<file path="src/rtl/kb_cmd_scheduler.sv">
// kb_cmd_scheduler: PS/2 set-2 parser, per-player key tracking and once-per-frame instruction scheduler.
// Optional macro KB_HOLD_EN: held keys persist and are re-reported every frame; otherwise each make is consumed by the next player word.
module kb_cmd_scheduler #(
  parameter int TIMEOUT_W      = 16,
  parameter int PREFIX_TIMEOUT = 50000,
  parameter int DROP_W         = 4
) (
  input  logic              clk,
  input  logic              reset,
  input  logic [7:0]        scan_code,
  input  logic              scan_ready,
  input  logic              frame_tick,
  output logic [7:0]        instr,
  output logic              instr_valid,
  input  logic              instr_ready,
  output logic [4:0]        held_p1,
  output logic [4:0]        held_p2,
  output logic [DROP_W-1:0] drop_count
);

  typedef enum logic [1:0] {IDLE, EXT, BRK, EXT_BRK} state_t;

  state_t              state_q, state_d;
  logic [TIMEOUT_W-1:0] cnt_q, cnt_d;
  logic                timeout;
  logic                key_ext, key_make, key_brk;
  logic [4:0]          k1, k2;
  logic                kr, kp;
  logic [4:0]          held_p1_q, held_p1_d, held_p2_q, held_p2_d;
  logic [3:0]          last_p1_q, last_p1_d, last_p2_q, last_p2_d;
  logic                rst_q, rst_d, pause_q, pause_d;
  logic [7:0]          instr_q, instr_d;
  logic                valid_q, valid_d;
  logic [DROP_W-1:0]   drop_q, drop_d;
  logic [3:0]          dir1, dir2;
  logic [7:0]          pw, word;
  logic                sched, player;
  logic [4:0]          con1, con2;

  function automatic logic [3:0] pick(input logic [3:0] held, input logic [3:0] last);
    logic [3:0] hl;
    hl = held & last;
    return |hl ? hl : held[3] ? 4'b1000 : held[2] ? 4'b0100 : held[1] ? 4'b0010 : held[0] ? 4'b0001 : 4'b0000;
  endfunction

  // one-hot {up,down,left,right} to move code: up 010, down 111, left 100, right 001
  function automatic logic [2:0] mv(input logic [3:0] d);
    return {d[2] | d[1], d[3] | d[2], d[2] | d[0]};
  endfunction

  // parser state and prefix-timeout counter
  always_ff @(posedge clk or negedge reset) begin
    if (!reset) begin
      state_q <= IDLE;
      cnt_q   <= '0;
    end else begin
      state_q <= state_d;
      cnt_q   <= cnt_d;
    end
  end

  // parser next state: prefixes advance, any other byte or a timeout returns to IDLE
  always_comb begin
    timeout = state_q != IDLE && !scan_ready && cnt_q == TIMEOUT_W'(PREFIX_TIMEOUT - 1);
    cnt_d   = (state_q != IDLE && !scan_ready && !timeout) ? cnt_q + 1'b1 : '0;
    state_d = state_q;
    if (scan_ready)
      state_d = (state_q == IDLE && scan_code == 8'hE0) ? EXT :
                (state_q == IDLE && scan_code == 8'hF0) ? BRK :
                (state_q == EXT  && scan_code == 8'hF0) ? EXT_BRK : IDLE;
    else if (timeout)
      state_d = IDLE;
  end

  // parser outputs: make/break events and key map decode
  always_comb begin
    key_ext  = state_q == EXT || state_q == EXT_BRK;
    key_brk  = scan_ready && (state_q == BRK || state_q == EXT_BRK);
    key_make = scan_ready && !key_brk && scan_code != 8'hF0 && !(state_q == IDLE && scan_code == 8'hE0);
    k1 = key_ext ? 5'b0 :
         scan_code == 8'h1D ? 5'b01000 : scan_code == 8'h1B ? 5'b00100 :
         scan_code == 8'h1C ? 5'b00010 : scan_code == 8'h23 ? 5'b00001 :
         scan_code == 8'h29 ? 5'b10000 : 5'b0;
    k2 = key_ext ? (scan_code == 8'h75 ? 5'b01000 : scan_code == 8'h72 ? 5'b00100 :
                    scan_code == 8'h6B ? 5'b00010 : scan_code == 8'h74 ? 5'b00001 : 5'b0)
                 : (scan_code == 8'h70 ? 5'b10000 : 5'b0);
    kr = !key_ext && scan_code == 8'h2D;
    kp = !key_ext && scan_code == 8'h4D;
  end

  // compose the frame word from pre-update state, then fold in this cycle's key event
  always_comb begin
    dir1   = pick(held_p1_q[3:0], last_p1_q);
    dir2   = pick(held_p2_q[3:0], last_p2_q);
    pw     = {held_p1_q[4], mv(dir1), held_p2_q[4], mv(dir2)};
    sched  = frame_tick && (!valid_q || instr_ready);
    word   = rst_q ? 8'hFF : pause_q ? 8'hFE : pw == 8'hFF ? 8'hF7 : pw;
    player = sched && !rst_q && !pause_q;
`ifdef KB_HOLD_EN
    con1 = 5'b0;
    con2 = 5'b0;
`else
    con1 = player ? {held_p1_q[4], dir1} : 5'b0;
    con2 = player ? {held_p2_q[4] && pw != 8'hFF, dir2} : 5'b0;
`endif
    held_p1_d = ((held_p1_q & ~con1) | (key_make ? k1 : 5'b0)) & ~(key_brk ? k1 : 5'b0);
    held_p2_d = ((held_p2_q & ~con2) | (key_make ? k2 : 5'b0)) & ~(key_brk ? k2 : 5'b0);
    last_p1_d = (key_make && |k1[3:0]) ? k1[3:0] : last_p1_q;
    last_p2_d = (key_make && |k2[3:0]) ? k2[3:0] : last_p2_q;
    rst_d     = (rst_q && !sched) || (key_make && kr);
    pause_d   = (pause_q && !(sched && !rst_q)) || (key_make && kp);
    valid_d   = sched ? word != 8'h00 : valid_q && !instr_ready;
    instr_d   = (sched && word != 8'h00) ? word : instr_q;
    drop_d    = (frame_tick && valid_q && !instr_ready && drop_q != '1) ? drop_q + 1'b1 : drop_q;
  end

  // key, one-shot and output registers
  always_ff @(posedge clk or negedge reset) begin
    if (!reset) begin
      held_p1_q <= '0;
      held_p2_q <= '0;
      last_p1_q <= '0;
      last_p2_q <= '0;
      rst_q     <= 1'b0;
      pause_q   <= 1'b0;
      instr_q   <= '0;
      valid_q   <= 1'b0;
      drop_q    <= '0;
    end else begin
      held_p1_q <= held_p1_d;
      held_p2_q <= held_p2_d;
      last_p1_q <= last_p1_d;
      last_p2_q <= last_p2_d;
      rst_q     <= rst_d;
      pause_q   <= pause_d;
      instr_q   <= instr_d;
      valid_q   <= valid_d;
      drop_q    <= drop_d;
    end
  end

  assign instr       = instr_q;
  assign instr_valid = valid_q;
  assign held_p1     = held_p1_q;
  assign held_p2     = held_p2_q;
  assign drop_count  = drop_q;

endmodule

</file>
<file path="config.mk">
export PLATFORM = sky130hd
export DESIGN_NAME = kb_cmd_scheduler
export DESIGN_NICKNAME = d
export VERILOG_FILES = /design/src/rtl/kb_cmd_scheduler.sv
export SDC_FILE = /design/constraint.sdc
export NUM_CORES = 1
export LEC_CHECK = 0
export CORE_ASPECT_RATIO = 2
export CORE_MARGIN = 4
export CORE_UTILIZATION = 35
export CTS_BUF_LIST = sky130_fd_sc_hd__clkbuf_4 sky130_fd_sc_hd__clkbuf_8 sky130_fd_sc_hd__clkbuf_16
export CTS_CLUSTER_DIAMETER = 100
export DETAILED_ROUTE_END_ITERATION = 8
export MAX_ROUTING_LAYER = met4
export PLACE_DENSITY = 0.64
export SETUP_SLACK_MARGIN = 0.15
export SLEW_MARGIN = 20
export SYNTH_ARGS = -nofsm -noshare
export SYNTH_HDL_FRONTEND = slang
export SYNTH_SLANG_ARGS = --single-unit
</file>
<file path="constraint.sdc">
create_clock -name clk -period 2 [get_ports clk]
set_input_delay 0.5 -clock clk [delete_from_list [all_inputs] [get_ports clk]]
set_output_delay 0.5 -clock clk [all_outputs]
set_load 0.02 [all_outputs]
</file>
==> results of run 1 <==
==> per-stage QoR <==
| stage | hold WS, ns | setup slack, ns | cell area [sq um] |
|---|---|---|---|
| floorplan | 0.2044 | -0.1428 | 2758 |
| global placement | 0.4384 | -0.2696 | 3794 |
| detailed placement | 0.4588 | -0.2837 | 3794 |
| CTS | 0.2917 | -0.1090 | 4070 |
| global route | 0.3316 | -0.2198 | 4159 |
| finish | 0.2707 | -0.1390 | 4159 |
==> power by group through the flow <==
stage / Combinational (W) / Sequential (W) / Clock [W]
2_1_floorplan: 0.000105 / 0.00123 / 0
3_3_place_gp: 0.000420 / 0.00116 / 0
3_5_place_dp: 0.000429 / 0.00117 / 0
4_1_cts: 0.000439 / 0.00115 / 0.000868
5_1_grt: 0.000472 / 0.00116 / 0.000903
6_report: 0.000437 / 0.00115 / 0.000845
==> metal layers <==
metal	vias up	GRT usage	part of all wire
met5	-	-	0
met4	0	0.05864	0.021
met3	12	0.01673	0.025
met2	40	0.3053	0.58
met1	1249	0.1546	0.38
li1	1296	-	-
==> cell usage after synthesis, types with 5 or more instances <==
master,count,area [sq um]
xnor2_1,10,87.58
dfrtp_1,51,1276
nor3_1,7,35.03
nand2b_1,6,37.54
a21oi_1,11,55.05
xor2_1,8,70.07
inv_1,10,37.54
nor2_1,37,138.9
o21ai_0,21,105.1
nand4_1,5,31.28
nand2_1,33,123.9
nand3_1,14,70.07
clkbuf_1,5,18.77
==> path summary, 6_finish.rpt <==
path / startpoint / slack [ns] / depth (start not counted) / to
worst max-delay path: held_p1[3] / -0.14 / 9 / instr[1]
max in group asynchronous: reset / 1.12 / 2 / cnt_q[9]
worst min-delay path: reset / 0.27 / 1 / last_p1_q[1]
min in group clk: cnt_q[0] / 0.47 / 1 / cnt_q[0]
worst min register to register: cnt_q[0] / 0.47 / 1 / cnt_q[0]
worst max register to register: held_p1[3] / -0.14 / 9 / instr[1]
==> flip-flops by register name (all words and copies together), names as in the netlist <==
name,cells
rst_q,1
instr_valid,1
cnt_q,16
held_p1,5
state_q,2
held_p2,5
drop_count,4
instr,8
last_p2_q,4
pause_q,1
last_p1_q,4
==> final cells by class <==
type / instances / share of cell area
clock buffer: 5 / 0.03008
clock inverter: 3 / 0.005716
inverter: 10 / 0.009025
multi-input combinational: 224 / 0.3736
sequential: 51 / 0.3090
tap: 94 / 0.02828
timing repair buffer: 122 / 0.2443
==> what timing repair did <==
| action | CTS | global route |
|---|---|---|
| pin swaps | 4 | 7 |
| endpoints found under the setup margin | 33 | 31 |
| buffers inserted | 4 | 2 |
| gates resized for setup | 38 | 22 |
==> layout by cell type (no fill, tap or decap), types with 3 or more instances in the layout <==
cell | synthesis | final
a21oi_1 | 11 | 9
a22oi_1 | 4 | 3
a22oi_2 | 2 | 3
a311oi_2 | 1 | 3
and3_1 | 4 | 4
buf_4 | 0 | 82
buf_6 | 1 | 5
clkbuf_16 | 0 | 5
clkdlybuf4s50_1 | 0 | 15
dfrtp_1 | 51 | 44
dfrtp_2 | 0 | 7
dlygate4sd2_1 | 0 | 13
dlymetal6s2s_1 | 0 | 6
inv_1 | 10 | 10
mux2_4 | 4 | 4
nand2_1 | 33 | 32
nand2b_1 | 6 | 5
nand3_1 | 14 | 14
nand3b_1 | 3 | 3
nand4_1 | 5 | 5
nor2_1 | 37 | 33
nor2_2 | 0 | 4
nor3_1 | 7 | 4
nor3_2 | 0 | 3
nor4_1 | 3 | 3
o21a_1 | 3 | 3
o21ai_0 | 21 | 16
o21ai_1 | 3 | 5
o21ai_2 | 0 | 3
xnor2_1 | 10 | 10
xor2_1 | 8 | 8
==> cells by family after synthesis <==
family,after synthesis
xor gates and xnor gates,18
AOI/OAI and AO/OA,69
DFF,51
buffers and inverters,17
and+or+nand+nor,129
muxes,6
adders and majority gates,2
==> run_results.csv, run 1 <==
group,metric,value,unit
cells_and_area,multiInputGateArea,0.001554,sq mm
sta,max_clock_freq,0.4675,GHz
power_and_ir_drop,p_sw,0.0006393,W
power_and_ir_drop,p_total,0.002427,W
cts,htree_levels,2,
synth,async_flop_share,1.000,
synth,yosysWarnings,0,
synth,synth_area,0.002735,sq mm
synth,synth_xor_area_frac,0.05764,
sta,max_slew_margin,0.5101,
synth,synthFlopType,"dfrtp_1",
synth,synth-simple-area-share,0.2328,
floorplanning,die_w,70.51,um
floorplanning,die_h,133.0,um
worst_setup_path,crit_family,"compound AO/OA/AOI/OAI gates",
global_routing,grt_pass1_wl,11.81,mm
power_and_ir_drop,power_density,583.6,mW/mm^2
power_and_ir_drop,power_frac_comb,0.180,
worst_hold_path,hold_path.class,"in -> async",
worst_setup_path,criticalPathCategory,"reg -> reg",
flow_run,maxCapViolations,0,
sta,slew_viol_final,0,
sta,finalSetupViolations,7,
global_routing,antenna_found_initial,0,
cts,numClockSinks,51,
power_and_ir_drop,swShare,0.2634,
sta,setup_ws,-0.1390,ns
cts,cts_tree,"built",
placement,globalplace.congestion,0.8799,
cells_and_area,fillers,688,
routing,vias_per_cell,5.102,
cts,clockBufferDepth,2,
routing,first_iter_violations,67,
synth,synth_fa_ha_area_frac,0.009149,
floorplanning,core-area,0.007601,sq mm
routing,ant_nets,0,
placement,dp_hpwl,5.476,mm
synth,synth.mux.area_fraction,0.02973,
synth,ys_seq_area_frac,0.4666,
worst_setup_path,crit_chain,"buf_6, nor2b_1, a222oi_1, buf_4, a221oi_4, a311oi_2, nand2b_4, buf_6, mux2_4",
synth,synth_compound_area_frac,0.1775,
cells_and_area,nNetsFinal,429,
sta,hold_viol,0,
sta,skew,0.005619,ns
sta,finalCritPeriodShare,1.069,
sta,finalCriticalPeriod,2.139,ns
cts,clkTransAtPathRegs,0.07,ns
worst_setup_path,max_stage_delay,0.43,ns
global_routing,grt_use_total,0.1574,
global_routing,grt_max_degree,34,
sta,grt_setup_unrepaired,"yes",
synth,syn_inst,292,
routing,vias,2597,
outcome,status,"finished with violations",
synth,synth-seq-cells,51,
cells_and_area,final_util,0.5472,
placement,placed_cells,495,
cts,clock_latency,0.29,ns
outcome,violations,"negative setup slack",
cells_and_area,area_delta_synth_final,52.06,%
routing,routed_wl,7.012,mm
power_and_ir_drop,vdd_drop_max,0.0005280,V
synth,yosysUniqueCellTypes,53,
floorplanning,ios,36,
power_and_ir_drop,internal_power,0.001788,W
floorplanning,die_area,0.009379,sq mm
cells_and_area,drive_gt1_frac,0.3373,
worst_setup_path,cp_max_fo,4,
worst_setup_path,worst_ep_required_time,2.17,ns
cts,cts-root-buf,"clkbuf_16",
worst_setup_path,arrival,2.31,ns
routing,post-route-drc-count,0,
synth,syn_avg_cell_area,9.367,sq um
global_routing,grt.overflow.total,0,
sta,worst_slew_pin_slew,0.7348,ns
sta,tns,-0.7594,ns
cts,cts_made_buffers,5,
power_and_ir_drop,cellLeakagePower,1.965,nW
worst_setup_path,end_kind,"flip-flop",
synth,synth_top_family_by_area,"simple AND/OR/NAND/NOR gates",
cells_and_area,fin_cells,509,
floorplanning,num_rows,45,
power_and_ir_drop,seq_power_share,0.472,
worst_setup_path,critPathBufInv,3,
routing,first_pass_iters,6,
synth,synth_nets,307,
cells_and_area,insertedDiodeCount,0,
placement,port_buffers,35,
cts,hold_buffers,0,
worst_setup_path,crit_slowest_cell,"dfrtp_1",
routing,routedWlPerCell,13.78,um
global_routing,grt_pass1_vias,2717,
power_and_ir_drop,clock_power_share,0.348,
worst_setup_path,crit_top_cell,"buf_6",
synth,synth-edff-count,0,
worst_setup_path,start_kind,"flip-flop",
cells_and_area,regArea,0.001285,sq mm
floorplanning,initial_core_util,0.3598,
(Power assumes the default switching activity.)
==> run 2, diff against run 1 <==
CORE_MARGIN = 5   (was 4)
==> run 2 against run 1 <==
Compared with the run above:
- the flow still finishes with violations (negative setup slack)
- flip-flop and latch count unchanged
- final area decreased by 1.2%
- largest power group unchanged
- worst setup slack got worse by 0.063 ns
- critical path type unchanged
- sequential share of layout area increased by 0.40 points
- combinational power about the same
- clock power increased by 3.0%
- total power increased by 1.2%
- wire length increased by 0.86%
- clock-buffer cell count unchanged
- hold slack got worse by 0.093 ns
- clock skew increased by 0.0036 ns
==> run_results.csv, run 2 (same netlist as run 1, synthesis figures left out) <==
group,metric,value,unit
routing,first_pass_iters,4,
sta,max_slew_margin,0.7303,
worst_setup_path,cp_max_fo,5,
cells_and_area,fin_cells,507,
global_routing,grt.overflow.total,0,
sta,hold_viol,0,
sta,finalCriticalPeriod,2.202,ns
cells_and_area,multiInputGateArea,0.001515,sq mm
worst_hold_path,hold_path.class,"in -> async",
cts,cts_tree,"built",
sta,worst_slew_pin_slew,0.4030,ns
worst_setup_path,max_stage_delay,0.43,ns
cts,clkTransAtPathRegs,0.08,ns
cells_and_area,regArea,0.001286,sq mm
floorplanning,num_rows,45,
cells_and_area,insertedDiodeCount,0,
worst_setup_path,worst_ep_required_time,2.18,ns
power_and_ir_drop,power_density,597.4,mW/mm^2
cells_and_area,top_register,"cnt_q",
sta,finalCritPeriodShare,1.101,
routing,vias_per_cell,5.152,
flow_run,maxCapViolations,0,
worst_setup_path,critPathBufInv,2,
power_and_ir_drop,cellLeakagePower,1.926,nW
worst_setup_path,end_kind,"flip-flop",
cts,htree_levels,2,
sta,grt_setup_unrepaired,"yes",
cells_and_area,largest_reg_flops,16,
sta,finalSetupViolations,8,
cells_and_area,final_common_cell,"buf_4",
routing,first_iter_violations,73,
global_routing,antenna_found_initial,0,
routing,ant_nets,0,
floorplanning,ios,36,
sta,setup_ws,-0.2021,ns
routing,routed_wl,7.072,mm
routing,post-route-drc-count,0,
cells_and_area,area_delta_synth_final,50.27,%
worst_setup_path,criticalPathCategory,"reg -> reg",
cells_and_area,fillers,740,
cells_and_area,nNetsFinal,427,
outcome,violations,"negative setup slack",
sta,worst_hold_slack,0.1779,ns
placement,globalplace.congestion,0.8674,
cts,cts-root-buf,"clkbuf_16",
sta,skew,0.009237,ns
cts,clockBufferDepth,2,
placement,port_buffers,35,
global_routing,grt_use_total,0.1589,
sta,max_clock_freq,0.4541,GHz
global_routing,grt_pass1_vias,2649,
global_routing,grt_max_degree,52,
worst_setup_path,crit_slowest_cell,"dfrtp_2",
outcome,status,"finished with violations",
sta,tns,-1.090,ns
power_and_ir_drop,vdd_drop_max,0.0004357,V
floorplanning,die_area,0.009790,sq mm
floorplanning,die_w,72.51,um
floorplanning,core-area,0.007601,sq mm
floorplanning,die_h,135.0,um
placement,dp_hpwl,5.410,mm
cells_and_area,drive_gt1_frac,0.3341,
cts,cts_made_buffers,5,
worst_setup_path,crit_family,"compound AO/OA/AOI/OAI gates",
worst_setup_path,start_kind,"flip-flop",
sta,slew_viol_final,0,
worst_setup_path,crit_chain,"o21bai_1, a222oi_1, buf_4, a221oi_2, a311oi_2, nand2b_4, buf_6, mux2_4",
worst_setup_path,arrival,2.38,ns
cts,numClockSinks,51,
cells_and_area,final_cell_mix,"81 x buf_4, 43 x dfrtp_1, 34 x nor2_1",
placement,placed_cells,490,
routing,vias,2612,
routing,routedWlPerCell,13.95,um
global_routing,grt_pass1_wl,12.06,mm
cts,clock_latency,0.30,ns
floorplanning,initial_core_util,0.3598,
==> run 2: what timing repair did <==
action,4_1_cts,5_1_grt
gates resized for setup,30,24
hold endpoints to repair,0,0
endpoints found under the setup margin,33,30
hold buffers,0,0
buffers inserted,3,6
pin swaps,2,4
==> run 2: path summary, 6_finish.rpt <==
kind	startpoint	to	slack [ns]	depth (start not counted)
worst min register to register	cnt_q[0]	cnt_q[0]	0.46	1
max in group asynchronous	reset	held_p2[3]	1.57	2
min in group clk	cnt_q[0]	cnt_q[0]	0.46	1
worst max-delay path	last_p1_q[0]	instr[6]	-0.20	8
worst max register to register	last_p1_q[0]	instr[6]	-0.20	8
worst min-delay path	reset	instr[1]	0.18	2
==> run 2: where the power goes <==
| part | leakage (nW) | switching, W | internal, W |
|---|---|---|---|
| Clock | 0.0717 | 0.000400 | 0.000471 |
| Sequential | 0.688 | 0.0000524 | 0.00110 |
| Combinational | 1.17 | 0.000210 | 0.000227 |
| Total | 1.93 | 0.000662 | 0.00179 |
==> run 2: layer usage <==
layer  global-route usage  up-vias  part of all wire
met4              0.05647        0             0.021
met5                    -        -                 0
met1               0.1570     1263              0.37
met2               0.3025       44              0.58
li1                     -     1293                 -
met3              0.02534       12             0.030
==> run 2: metrics by stage <==
stage	power (W)	util	area [sq um]	setup slack, ns
2_1_floorplan	0.001337	-	2758	-0.1428
3_3_place_gp	0.001584	0.4958	3769	-0.2028
3_5_place_dp	0.001590	0.4958	3769	-0.2319
4_1_cts	0.002467	0.5256	3995	-0.1535
5_1_grt	0.002573	0.5407	4110	-0.3263
6_report	0.002455	0.5407	4110	-0.2021
==> run 2: final cells by class <==
cell class | instances | area share
multi-input combinational | 224 | 0.3686
sequential | 51 | 0.3129
clock inverter | 3 | 0.005784
clock buffer | 5 | 0.03044
timing repair buffer | 120 | 0.2444
tap | 94 | 0.02861
inverter | 10 | 0.009132
